`config.mk`:
```
export PLATFORM = sky130hd
export DESIGN_NAME = mem_port_arbiter
export DESIGN_NICKNAME = d
export VERILOG_FILES = /design/src/rtl/mem_port_arbiter.sv
export SDC_FILE = /design/constraint.sdc
export NUM_CORES = 1
export LEC_CHECK = 0
export ABC_AREA = 1
export CAP_MARGIN = 20
export CELL_PAD_IN_SITES_DETAIL_PLACEMENT = 1
export CELL_PAD_IN_SITES_GLOBAL_PLACEMENT = 2
export CORE_ASPECT_RATIO = 1.2
export CORE_MARGIN = 3
export CORE_UTILIZATION = 30
export DETAILED_ROUTE_END_ITERATION = 10
export GPL_TIMING_DRIVEN = 1
export HOLD_SLACK_MARGIN = 0.15
export PLACE_DENSITY = 0.9
export SYNTH_ARGS = -nofsm -noshare
export SYNTH_HDL_FRONTEND = slang
export SYNTH_SLANG_ARGS = --single-unit
```
`constraint.sdc`:
```
create_clock -name clk -period 4.8 [get_ports clk]
set_clock_uncertainty 0.05 [all_clocks]
set_input_delay 0.48 -clock clk [delete_from_list [all_inputs] [get_ports clk]]
set_output_delay 0.48 -clock clk [all_outputs]
set_load 0.05 [all_outputs]
```
`src/rtl/mem_port_arbiter.sv`:
```
// mem_port_arbiter: shares one 16-bit memory port between a ROM loader, a CPU
// byte port and an RV toggle-handshake word port, with RV anti-starvation and
// an ack timeout that aborts a hung transaction.
module mem_port_arbiter #(
  parameter int unsigned STARVE_LIMIT = 64,
  parameter int unsigned ACK_TIMEOUT  = 255
) (
  input  logic        clk,
  input  logic        reset,
  input  logic        loading,
  input  logic        ld_write,
  input  logic [21:0] ld_addr,
  input  logic [7:0]  ld_data,
  output logic        ld_busy,
  input  logic        cpu_read,
  input  logic        cpu_write,
  input  logic [21:0] cpu_addr,
  input  logic [7:0]  cpu_dout,
  output logic [7:0]  cpu_din,
  output logic        cpu_done,
  input  logic        rv_req,
  output logic        rv_req_ack,
  input  logic [21:0] rv_addr,
  input  logic        rv_we,
  input  logic [1:0]  rv_ds,
  input  logic [15:0] rv_din,
  output logic [15:0] rv_dout,
  output logic        m_req,
  output logic        m_we,
  output logic [21:0] m_addr,
  output logic [1:0]  m_ds,
  output logic [15:0] m_din,
  input  logic        m_ack,
  input  logic [15:0] m_dout,
  output logic        err
);

  localparam int unsigned SCW = $clog2(STARVE_LIMIT + 1);
  localparam int unsigned TCW = $clog2(ACK_TIMEOUT + 1);

  typedef enum logic [1:0] {ST_IDLE, ST_ISSUE, ST_WAIT} state_e;
  typedef enum logic [1:0] {SEL_LD, SEL_CPU, SEL_RV} sel_e;

  state_e state_q, state_d;
  sel_e   sel_q, grant_c;

  logic        ld_v_q, cpu_v_q, rv_v_q;
  logic [21:0] ld_addr_q, cpu_addr_q, rv_addr_q;
  logic [7:0]  ld_data_q, cpu_data_q;
  logic        cpu_we_q, rv_we_q;
  logic [1:0]  rv_ds_q;
  logic [15:0] rv_din_q;

  logic        m_we_q;
  logic [21:0] m_addr_q;
  logic [1:0]  m_ds_q;
  logic [15:0] m_din_q;
  logic [7:0]  cpu_din_q;
  logic        cpu_done_q;
  logic [15:0] rv_dout_q;
  logic        rv_req_ack_q;
  logic        err_q;
  logic [SCW-1:0] starve_q;
  logic [TCW-1:0] wait_q;

  logic any_pend_c, starved_c, wait_last_c, rv_busy_c;
  logic select_c, finish_c, timeout_c;
  logic ld_take_c, cpu_take_c, rv_take_c;
  logic ld_free_c, cpu_free_c, rv_free_c;

  assign any_pend_c  = ld_v_q | cpu_v_q | rv_v_q;
  assign starved_c   = (starve_q == SCW'(STARVE_LIMIT));
  assign wait_last_c = (wait_q == TCW'(ACK_TIMEOUT - 1));
  assign rv_busy_c   = (state_q != ST_IDLE) && (sel_q == SEL_RV);

  // Slot bookkeeping: a slot frees on completion and may refill in that same cycle
  assign ld_free_c  = finish_c && (sel_q == SEL_LD);
  assign cpu_free_c = finish_c && (sel_q == SEL_CPU);
  assign rv_free_c  = finish_c && (sel_q == SEL_RV);
  assign ld_take_c  = ld_write && (!ld_v_q || ld_free_c);
  assign cpu_take_c = (cpu_read || cpu_write) && !loading && (!cpu_v_q || cpu_free_c);
  assign rv_take_c  = (rv_req != rv_req_ack_q) && !rv_v_q;

  // State register
  always_ff @(posedge clk) begin
    if (reset) state_q <= ST_IDLE;
    else       state_q <= state_d;
  end

  // Next-state logic
  always_comb begin
    state_d = state_q;
    case (state_q)
      ST_IDLE:  if (any_pend_c) state_d = ST_ISSUE;
      ST_ISSUE: state_d = ST_WAIT;
      ST_WAIT:  if (m_ack || wait_last_c) state_d = ST_IDLE;
      default:  state_d = ST_IDLE;
    endcase
  end

  // Per-state decode: grant choice, memory request strobe, completion/timeout
  always_comb begin
    m_req     = 1'b0;
    select_c  = 1'b0;
    finish_c  = 1'b0;
    timeout_c = 1'b0;
    grant_c   = SEL_RV;
    if (ld_v_q)                  grant_c = SEL_LD;
    else if (rv_v_q && starved_c) grant_c = SEL_RV;
    else if (cpu_v_q)            grant_c = SEL_CPU;
    case (state_q)
      ST_IDLE:  select_c = any_pend_c;
      ST_ISSUE: m_req = 1'b1;
      ST_WAIT: begin
        finish_c  = m_ack || wait_last_c;
        timeout_c = !m_ack && wait_last_c;
      end
      default: ;
    endcase
  end

  // Request slots, memory-port payload, completion results and counters
  always_ff @(posedge clk) begin
    if (reset) begin
      ld_v_q <= 1'b0; cpu_v_q <= 1'b0; rv_v_q <= 1'b0;
      ld_addr_q <= '0; ld_data_q <= '0;
      cpu_addr_q <= '0; cpu_data_q <= '0; cpu_we_q <= 1'b0;
      rv_addr_q <= '0; rv_din_q <= '0; rv_we_q <= 1'b0; rv_ds_q <= '0;
      sel_q <= SEL_LD;
      m_we_q <= 1'b0; m_addr_q <= '0; m_ds_q <= '0; m_din_q <= '0;
      cpu_din_q <= '0; cpu_done_q <= 1'b0; rv_dout_q <= '0;
      rv_req_ack_q <= rv_req;
      err_q <= 1'b0;
      starve_q <= '0;
      wait_q <= '0;
    end else begin
      if (ld_take_c) begin
        ld_v_q <= 1'b1; ld_addr_q <= ld_addr; ld_data_q <= ld_data;
      end else if (ld_free_c) begin
        ld_v_q <= 1'b0;
      end
      if (cpu_take_c) begin
        cpu_v_q <= 1'b1; cpu_we_q <= cpu_write; cpu_addr_q <= cpu_addr; cpu_data_q <= cpu_dout;
      end else if (cpu_free_c) begin
        cpu_v_q <= 1'b0;
      end
      if (rv_take_c) begin
        rv_v_q <= 1'b1; rv_we_q <= rv_we; rv_addr_q <= rv_addr;
        rv_ds_q <= rv_ds; rv_din_q <= rv_din;
      end else if (rv_free_c) begin
        rv_v_q <= 1'b0;
      end

      if (select_c) begin
        sel_q <= grant_c;
        case (grant_c)
          SEL_LD: begin
            m_we_q   <= 1'b1;
            m_addr_q <= 22'(ld_addr_q[21:1]);
            m_ds_q   <= ld_addr_q[0] ? 2'b10 : 2'b01;
            m_din_q  <= {ld_data_q, ld_data_q};
          end
          SEL_CPU: begin
            m_we_q   <= cpu_we_q;
            m_addr_q <= 22'(cpu_addr_q[21:1]);
            m_ds_q   <= cpu_addr_q[0] ? 2'b10 : 2'b01;
            m_din_q  <= {cpu_data_q, cpu_data_q};
          end
          default: begin
            m_we_q   <= rv_we_q;
            m_addr_q <= rv_addr_q;
            m_ds_q   <= rv_ds_q;
            m_din_q  <= rv_din_q;
          end
        endcase
      end

      if (state_q == ST_WAIT && !finish_c) wait_q <= wait_q + TCW'(1);
      else                                 wait_q <= '0;

      if (!rv_v_q || (select_c && grant_c == SEL_RV)) starve_q <= '0;
      else if (!rv_busy_c && !starved_c)              starve_q <= starve_q + SCW'(1);

      cpu_done_q <= cpu_free_c;
      if (cpu_free_c && !cpu_we_q)
        cpu_din_q <= timeout_c ? 8'hFF : (cpu_addr_q[0] ? m_dout[15:8] : m_dout[7:0]);
      if (rv_free_c) begin
        rv_req_ack_q <= ~rv_req_ack_q;
        if (!rv_we_q) rv_dout_q <= timeout_c ? 16'hFFFF : m_dout;
      end
      if (timeout_c) err_q <= 1'b1;
    end
  end

  assign ld_busy    = ld_v_q;
  assign cpu_din    = cpu_din_q;
  assign cpu_done   = cpu_done_q;
  assign rv_req_ack = rv_req_ack_q;
  assign rv_dout    = rv_dout_q;
  assign m_we       = m_we_q;
  assign m_addr     = m_addr_q;
  assign m_ds       = m_ds_q;
  assign m_din      = m_din_q;
  assign err        = err_q;

endmodule

```
---- Yosys cells after proc, flatten, opt, wreduce, memory -nomap -nowiden ----
Index checks and enable logic that the tools add are counted.
cells by class
  $add $sub $neg .......................... 2
  multipliers ............................. 0
  divide/modulo/power cells ............... 0
  order comparisons ....................... 0
  equality and inequality tests ........... 11
  shift-type cells ........................ 0
  muxes and demuxes ....................... 27
  bitwise logic cells ..................... 5
  reduce and logical (&&, ||, !) cells .... 40
operators by type and width
  kind                                                 count
  case mux 22 bit (2 select lines)                     1
  case mux 16 bit (2 select lines)                     1
  two-way mux 16 bit                                   1
  two-way mux 8 bit                                    2
  logical AND 1 bit                                    14
  two-way mux 2 bit                                    7
  two-way mux 1 bit                                    12
  nonzero test 2 bit                                   5
  zero test 1 bit                                      9
  adder 8 x 1 -> 8 bit, second input constant          1
  equality test 8 bit, second input constant           1
  adder 7 x 1 -> 7 bit, second input constant          1
  equality test 7 bit, second input constant           1
  equality test 2 x 1 -> 1 bit, second input constant  3
  equality test 2 bit, second input constant           3
  zero test 2 bit                                      3
  case mux 2 bit (3 select lines)                      1
  logical OR 1 bit                                     5
  inequality test 2 bit, second input constant         2
  case mux 2 bit (2 select lines)                      1
  AND reduction 2 bit                                  2
  OR reduction 2 bit                                   2
  inverter 1 bit                                       3
  bitwise OR 1 bit                                     2
  2 further kinds                                      2
storage, ports and cells
  bits in registers ....................... 192
  latch bits .............................. 0
  bits in writable memories ............... 0
  bits in read-only memories .............. 0
  bits of input ports ..................... 125
  output and inout bits ................... 70
  word-level logic and storage cells ...... 110
  memories kept ........................... 0

---- Depth between registers and ports, before layout ----
Gate-level depths: netlist of the first run.
  word-level depth ........................ 8
  mapped depth ............................ 12
  gate-level depth less buffers ........... 12

---- Worst setup path before layout of the first run ----
No wires, ideal clock.
  path kind ............................... reg2reg
  from .................................... register ld_v_q, in the netlist ld_busy
  to ...................................... register m_din_q[10], in the netlist m_din[10]
  setup time .............................. 0.113 ns
  arrival ................................. 1.745 ns
  required time ........................... 4.637 ns
  path slack .............................. 2.892 ns
  cell stages (with the launch flop) ...... 11
  buffers on the path ..................... 3
  clock period less this slack ............ 1.908 ns
  cells stage by stage .................... dfxtp_1 -> buf_2 -> nor2_1 -> a21oi_4 -> inv_2 -> buf_2 -> buf_6 -> nand2_1 -> nand2_1 -> nand2_1 -> nand2_1
between the ends
  longest elaborated chain between the ends .. 3
  elaborated cells between the ends (all ways) .. 7
  classes of those cells .................. 1 x eq/ne; 3 x mux; 2 x bitwise; 1 x reduce/logical
RTL lines
  what                                                                   line      RTL
  start, declared                                                        47        logic ld_v_q, cpu_v_q, rv_v_q;
  start signal, assigned                                                 125       ld_v_q <= 1'b0; cpu_v_q <= 1'b0; rv_v_q <= 1'b0;
  start signal, assigned                                                 138       ld_v_q <= 1'b1; ld_addr_q <= ld_addr; ld_data_q <= ld_data;
  start signal, assigned                                                 140       ld_v_q <= 1'b0;
  two-way mux 2 bit or bitwise OR 1 bit (tied branches)                  108, 71
  equality test 2 x 1 -> 1 bit, or another cell as far along             156       case (grant_c)
  case mux 16 bit (2 select lines) or two-way mux 1 bit (tied branches)  156, 111
  end signal, assigned                                                   161       m_din_q <= {ld_data_q, ld_data_q};
  end signal, assigned                                                   167       m_din_q <= {cpu_data_q, cpu_data_q};
  end signal, assigned                                                   173       m_din_q <= rv_din_q;
  end, declared                                                          57        logic [15:0] m_din_q;
Parallel ways exist; a longest one is shown, timed or not.
A chain may end at the register's enable or synchronous reset.

---- Worst setup path after layout of the first run ----
  from .................................... register ld_v_q, in the netlist ld_busy
  to ...................................... output port ld_busy
RTL lines
  what           line  RTL
  end, declared  14    output logic ld_busy,
No word-level cell between the ends.

==> results.yml, run 1 <==
routing:
  vias_per_cell: 4.71
  drt_pre_antenna_iters: 5
  dr.first_iter.drc_count: 385
  wl_per_cell_um: 16.0
  vias: 8316
  ant_nets: 0
  wl_um: 28100
  drc: 0
place:
  dp.cells: 1731
  dp.final_hpwl_um: 19500
  io_buffers: 194
  gp_congestion: 0.808
synth:
  syn_nets: 1361
  synth_area_per_cell_um2: 7.03
  synth_area_leader_cell: "dfxtp_1"
  synth_area_leaders: "dfxtp_1, nand2_1, nor2_1, a21oi_1, nand3b_1"
  ys_ff_latch: 192
  ys.flop_type: "dfxtp_1"
  syn_area_um2: 8660
  syn_inst: 1232
  synth-seq-area-share: 0.445
  ys_types: 34
  netlist.area_leader.share: 0.441
  yosys_warnings: 0
  ys_async_sr_fraction: 0
  synth-edff-count: 1
worst_setup_path:
  crit_end: "ld_busy"
  rr_endpoint: "starve_q[3]"
  r2r-start: "starve_q[0]"
  reg2reg_depth: 9
  cp_max_fo: 33
  cp.arrival_ps: 2100
  end_kind: "output port"
  rrSetupSlack_ps: 2200
  crit_path_start_kind: "flop"
  required_ps: 4270
  crit_start: "ld_busy"
  crit_type: "reg2out"
finish:
  layout.cells.non_filler: 1764
  fin_util: 0.403
  nets: 1501
  n_antenna_cell: 0
  layout-drive-gt1-share: 0.0491
  area_delta_synth_final_pct: 31.2
cts:
  clk_latency_ps: 430
  htree_levels: 4
  cts_resized: 0
  clock_sinks: 192
  post-cts-setup-buffers: 0
  cts_tree: "yes"
  cts_hold_buf: 0
  cts_buffer_depth: 2
  cts_root_buf: "clkbuf_16"
  cts_buffers: 17
  cts.clk_slew.worst_paths_ps: 70
global_route:
  grt_usage: 0.181
  grt_overflow: 0
  first_global_vias: 8416
  grt_max_degree: 108
  grt_pass1_wl_um: 45200
  antenna_found_initial: 0
timing:
  tns_ps: 0
  drv_slew: 0
  timing.final.crit_share: 0.548
  rsz0062_at_grt: "false"
  setup_viol_count_final: 0
  fin_crit_ps: 2630
  slew_headroom: 0.341
  hold_viol: 0
  fmax_mhz: 380
  worstMarginPinSlew_ps: 989
die:
  die_x_um: 161
  fp.coreArea_um2: 28200
  fp-row-count: 67
  ios: 195
  die_area_um2: 31000
  die_h_um: 192
  start_util: 0.308
power:
  vdd_drop_max_v: 0.000178
  p_seq_frac: 0.439
  clockPowerShare: 0.342
  power.switching_mw: 1.37
  finalPower_mw: 4.17
  sw_frac_of_total: 0.328
  p_per_area_nw_per_um2: 367
  p_leak_nw: 4.80
  combPwrFrac: 0.218
  internal_power_mw: 2.80
job:
  cap_viol_max_count: 0
min_path:
  hold_class: "reg2reg"
run_status:
  status: "finished, final reports clean"
-- per-layer routing --
metal / share of wire / global-route usage / wire length, µm / vias up
li1: - / - / - / 4219
met1: 0.49 / 0.250 / 13900 / 3890
met2: 0.45 / 0.292 / 12700 / 174
met3: 0.033 / 0.0276 / 916 / 33
met4: 0.023 / 0.0596 / 644 / 0
met5: 0 / 0 / 0 / -
-- layout by cell type, fill, tap and decap left out, types with 2 or more instances in the layout --
master           count
clkinvlp_4           2
dfxtp_1            191
inv_2                5
o211ai_1             8
nand3_2              2
nor2_4               2
inv_1               79
inv_6                3
nand3_1             37
o21ai_0             61
clkdlybuf4s50_1    193
clkinv_4             2
or2_2                3
nand2_2              3
xor2_1               4
nand4_1             30
nor3_1               4
inv_8                4
clkbuf_16           17
nor3b_1              9
ha_1                 4
nor2_1             216
nand3b_1            61
nand2_1            309
buf_4                7
a21oi_1             93
buf_8                2
o21bai_1            14
nor2_2               5
clkinv_2             3
-- critical path, stage by stage, from the launching register on --
cell             delay, ps
dfxtp_1                380
buf_4                  400
clkdlybuf4s50_1        890
-- per-stage QoR --
step / hold slack [ps] / area, µm² / setup slack, ps
final: 397 / 11400 / 2170
after global routing: 422 / 11400 / 1920
after CTS: 401 / 11300 / 2150
after detailed placement: 389 / 10800 / 2140
after global placement: 382 / 10800 / 1890
after floorplan: 380 / 8660 / 2890
-- how the worst min path moves through the flow --
stage,startpoint,endpoint,slack (ps),cells past startpoint
floorplan,wait_q[0],wait_q[0],380,1
global placement,rv_dout[7],rv_dout[7],380,2
detailed placement,rv_dout[1],rv_dout[1],390,2
CTS,rv_dout[1],rv_dout[1],400,2
global route,rv_dout[3],rv_dout[3],420,2
finish,rv_dout[1],rv_dout[1],400,2
-- power groups by stage --
stage	sequential (mW)	clock, mW	combinational, mW
finish	1.83	1.43	0.910
global route	1.85	1.53	1.01
CTS	1.83	1.46	0.917
detailed placement	1.86	0	0.911
global placement	1.86	0	0.897
floorplan	1.98	0	0.458
-- state kept, by name, indices dropped and copies added, names as in the netlist, 2 cells and up --
| register | count |
|---|---|
| rv_din_q | 16 |
| ld_addr_q | 22 |
| m_din | 16 |
| m_addr | 22 |
| state_q | 2 |
| ld_data_q | 8 |
| rv_dout | 16 |
| m_ds | 2 |
| sel_q | 2 |
| cpu_din | 8 |
| starve_q | 7 |
| rv_addr_q | 22 |
| rv_ds_q | 2 |
| cpu_data_q | 8 |
| cpu_addr_q | 22 |
| wait_q | 8 |
-- logic make-up after synthesis --
logic type | synth area share
buffers and inverters | 0.0833
AOI/OAI and AO/OA | 0.111
and+or+nand+nor | 0.351
xor gates and xnor gates | 0.00404
DFF | 0.445
adders and majority gates | 0.00578
-- cells in the mapped netlist (10+ instances only) --
| cell type | instances |
|---|---|
| inv_1 | 79 |
| o21ai_0 | 61 |
| nor2_1 | 217 |
| dfxtp_1 | 191 |
| buf_1 | 10 |
| a21oi_1 | 93 |
| nand3_1 | 37 |
| nand3b_1 | 61 |
| nand2_1 | 309 |
| nand4_1 | 30 |
| buf_2 | 19 |
| o21bai_1 | 14 |
| clkbuf_1 | 42 |
-- area by class of cell --
class                           instances  area (µm²)
Sequential cell                       192        3850
Fill cell                            3543       16800
Inverter                               85         322
Multi-Input combinational cell        872        4100
Clock buffer                           17         425
Clock inverter                         15         149
Timing Repair Buffer                  204        2040
Tap cell                              379         474
Note: power is estimated with default switching activity, not from simulation.
==> run 2: changes to the inputs <==
--- a/config.mk
+++ b/config.mk
@@ -11,11 +11,11 @@
 export CELL_PAD_IN_SITES_GLOBAL_PLACEMENT = 2
 export CORE_ASPECT_RATIO = 1.2
 export CORE_MARGIN = 3
-export CORE_UTILIZATION = 30
+export CORE_UTILIZATION = 25
 export DETAILED_ROUTE_END_ITERATION = 10
 export GPL_TIMING_DRIVEN = 1
 export HOLD_SLACK_MARGIN = 0.15
-export PLACE_DENSITY = 0.9
+export PLACE_DENSITY = 0.8
 export SYNTH_ARGS = -nofsm -noshare
 export SYNTH_HDL_FRONTEND = slang
 export SYNTH_SLANG_ARGS = --single-unit
==> constraint.sdc (replaced) <==
create_clock -name clk -period 2.4 [get_ports clk]
set_clock_uncertainty 0.05 [all_clocks]
set_input_delay 0.24 -clock clk [delete_from_list [all_inputs] [get_ports clk]]
set_output_delay 0.24 -clock clk [all_outputs]
set_load 0.05 [all_outputs]
==> run 2 against run 1 <==
Effect of this change:
- sequential share of layout area shrank 0.78 points
- flip-flop and latch count is the same
- cell count grew 5.0%
- design area grew 2.4%
- non-clock buffer count grew 13
- register-to-register slack lost 1800 ps
- clock power grew 110%
==> results.yml, run 2 (synthesis results as in run 1) <==
run_status:
  status: "finished, final reports clean"
routing:
  dr.first_iter.drc_count: 495
  vias: 8294
  vias_per_cell: 4.48
  ant_nets: 0
  wl_per_cell_um: 15.8
  drc: 0
  drt_pre_antenna_iters: 4
  wl_um: 29200
finish:
  nets: 1514
  layout_commonest_cell: "nand2_1"
  filler_cell_count: 4182
  area_delta_synth_final_pct: 34.3
  ff_latch_area_um2: 3850
  layout.cells.most_common_list: "nand2_1, nor2_1, clkdlybuf4s50_1, dfxtp_1, a21oi_1"
  n_antenna_cell: 0
  multiInputGateArea_um2: 4100
  layout-drive-gt1-share: 0.0580
global_route:
  antenna_found_initial: 0
  grt_pass1_wl_um: 46700
  first_global_vias: 8380
  grt_usage: 0.158
  grt_max_degree: 100
  grt_overflow: 0
worst_setup_path:
  required_ps: 2110
  cp_max_fo: 2
  cp.arrival_ps: 1990
  end_kind: "output port"
  cpMaxStageDelayCell: "clkdlybuf4s50_1"
  crit_chain: "inv_1 -> nor2_1 -> clkdlybuf4s50_1"
  crit_start: "state_q[0]"
  rr_endpoint: "m_addr[11]"
  path_delay_family: "buffers and inverters"
  cp_num_cells: 3
  crit_path_start_kind: "flop"
  max_stage_delay_ps: 880
  r2r-start: "state_q[1]"
  reg2reg_depth: 8
  path_buf_inv: 2
  crit_end: "m_req"
  rrSetupSlack_ps: 420
  crit_type: "reg2out"
power:
  p_per_area_nw_per_um2: 732
  p_leak_nw: 4.89
  vdd_drop_max_v: 0.000505
die:
  die_x_um: 176
  fp-row-count: 74
  die_h_um: 210
  ios: 195
  fp.coreArea_um2: 34100
  start_util: 0.254
  die_area_um2: 36900
timing:
  drv_slew: 0
  timing.hold.ws_ps: 215
  timing.final.crit_share: 0.951
  slew_headroom: 0.470
  tns_ps: 0
  fin_crit_ps: 2280
  setup_viol_count_final: 0
  hold_viol: 0
  fmax_mhz: 438
  rsz0062_at_grt: "false"
  worstMarginPinSlew_ps: 794
cts:
  cts_resized: 0
  clock_sinks: 192
  cts.clk_slew.worst_paths_ps: 70
  cts_root_buf: "clkbuf_16"
  cts_tree: "yes"
  htree_levels: 4
  cts_hold_buf: 0
  cts_buffer_depth: 2
  clk_latency_ps: 430
  cts_buffers: 17
  post-cts-setup-buffers: 0
min_path:
  hold_class: "in2reg"
  hold_path_depth: 4
place:
  gp_congestion: 0.783
  io_buffers: 194
  dp.final_hpwl_um: 20900
job:
  cap_viol_max_count: 0
-- run 2: final cells by class --
class,count,share of cell area
Multi-Input combinational cell,872,0.352
Sequential cell,192,0.331
Timing Repair Buffer,217,0.187
Tap cell,456,0.0490
Clock buffer,19,0.0389
Inverter,85,0.0276
Clock inverter,12,0.0134
-- run 2: power breakdown --
group	switching, mW	internal (mW)
Sequential	0.182	3.47
Combinational	1.19	0.694
Clock	1.29	1.70
Total	2.66	5.86
-- run 2: how the worst min path moves through the flow --
| stage | startpoint | endpoint | slack [ps] |
|---|---|---|---|
| 6_report | ld_write | ld_addr_q[2] | 210 |
| 5_1_grt | ld_write | ld_addr_q[2] | 240 |
| 4_1_cts | ld_write | ld_addr_q[2] | 210 |
| 3_5_place_dp | rv_dout[7] | rv_dout[7] | 390 |
| 3_3_place_gp | rv_dout[2] | rv_dout[2] | 380 |
| 2_1_floorplan | m_dout[10] | rv_dout[10] | 310 |
-- run 2: per-layer routing --
layer | vias to the layer above | global-route usage | wire length, µm
li1 | 4236 | - | -
met1 | 3902 | 0.219 | 14300
met2 | 137 | 0.257 | 13600
met3 | 19 | 0.0268 | 967
met4 | 0 | 0.0358 | 317
met5 | - | 0 | 0
-- run 2: stage by stage --
step                setup WS [ps]   util  cells  cell area, µm²  power, mW
finish                        118  0.341   1853           11600       8.52
global route                 17.0  0.341   1853           11600       8.95
CTS                          77.9  0.341   1853           11600       8.64
detailed placement            407  0.324   1822           11000       5.62
global placement              243  0.323   1821           11000       5.59
floorplan                     492      -   1232            8660       4.87
-- run 2: worst register-to-register path: stages, from the launching register on --
cell and delay [ps]:
dfxtp_1 310, inv_1 80, nand2_1 110, a21oi_4 150, buf_4 480, nand4_4 330, o21bai_1 250, nand2_1 90
nand2_1 90
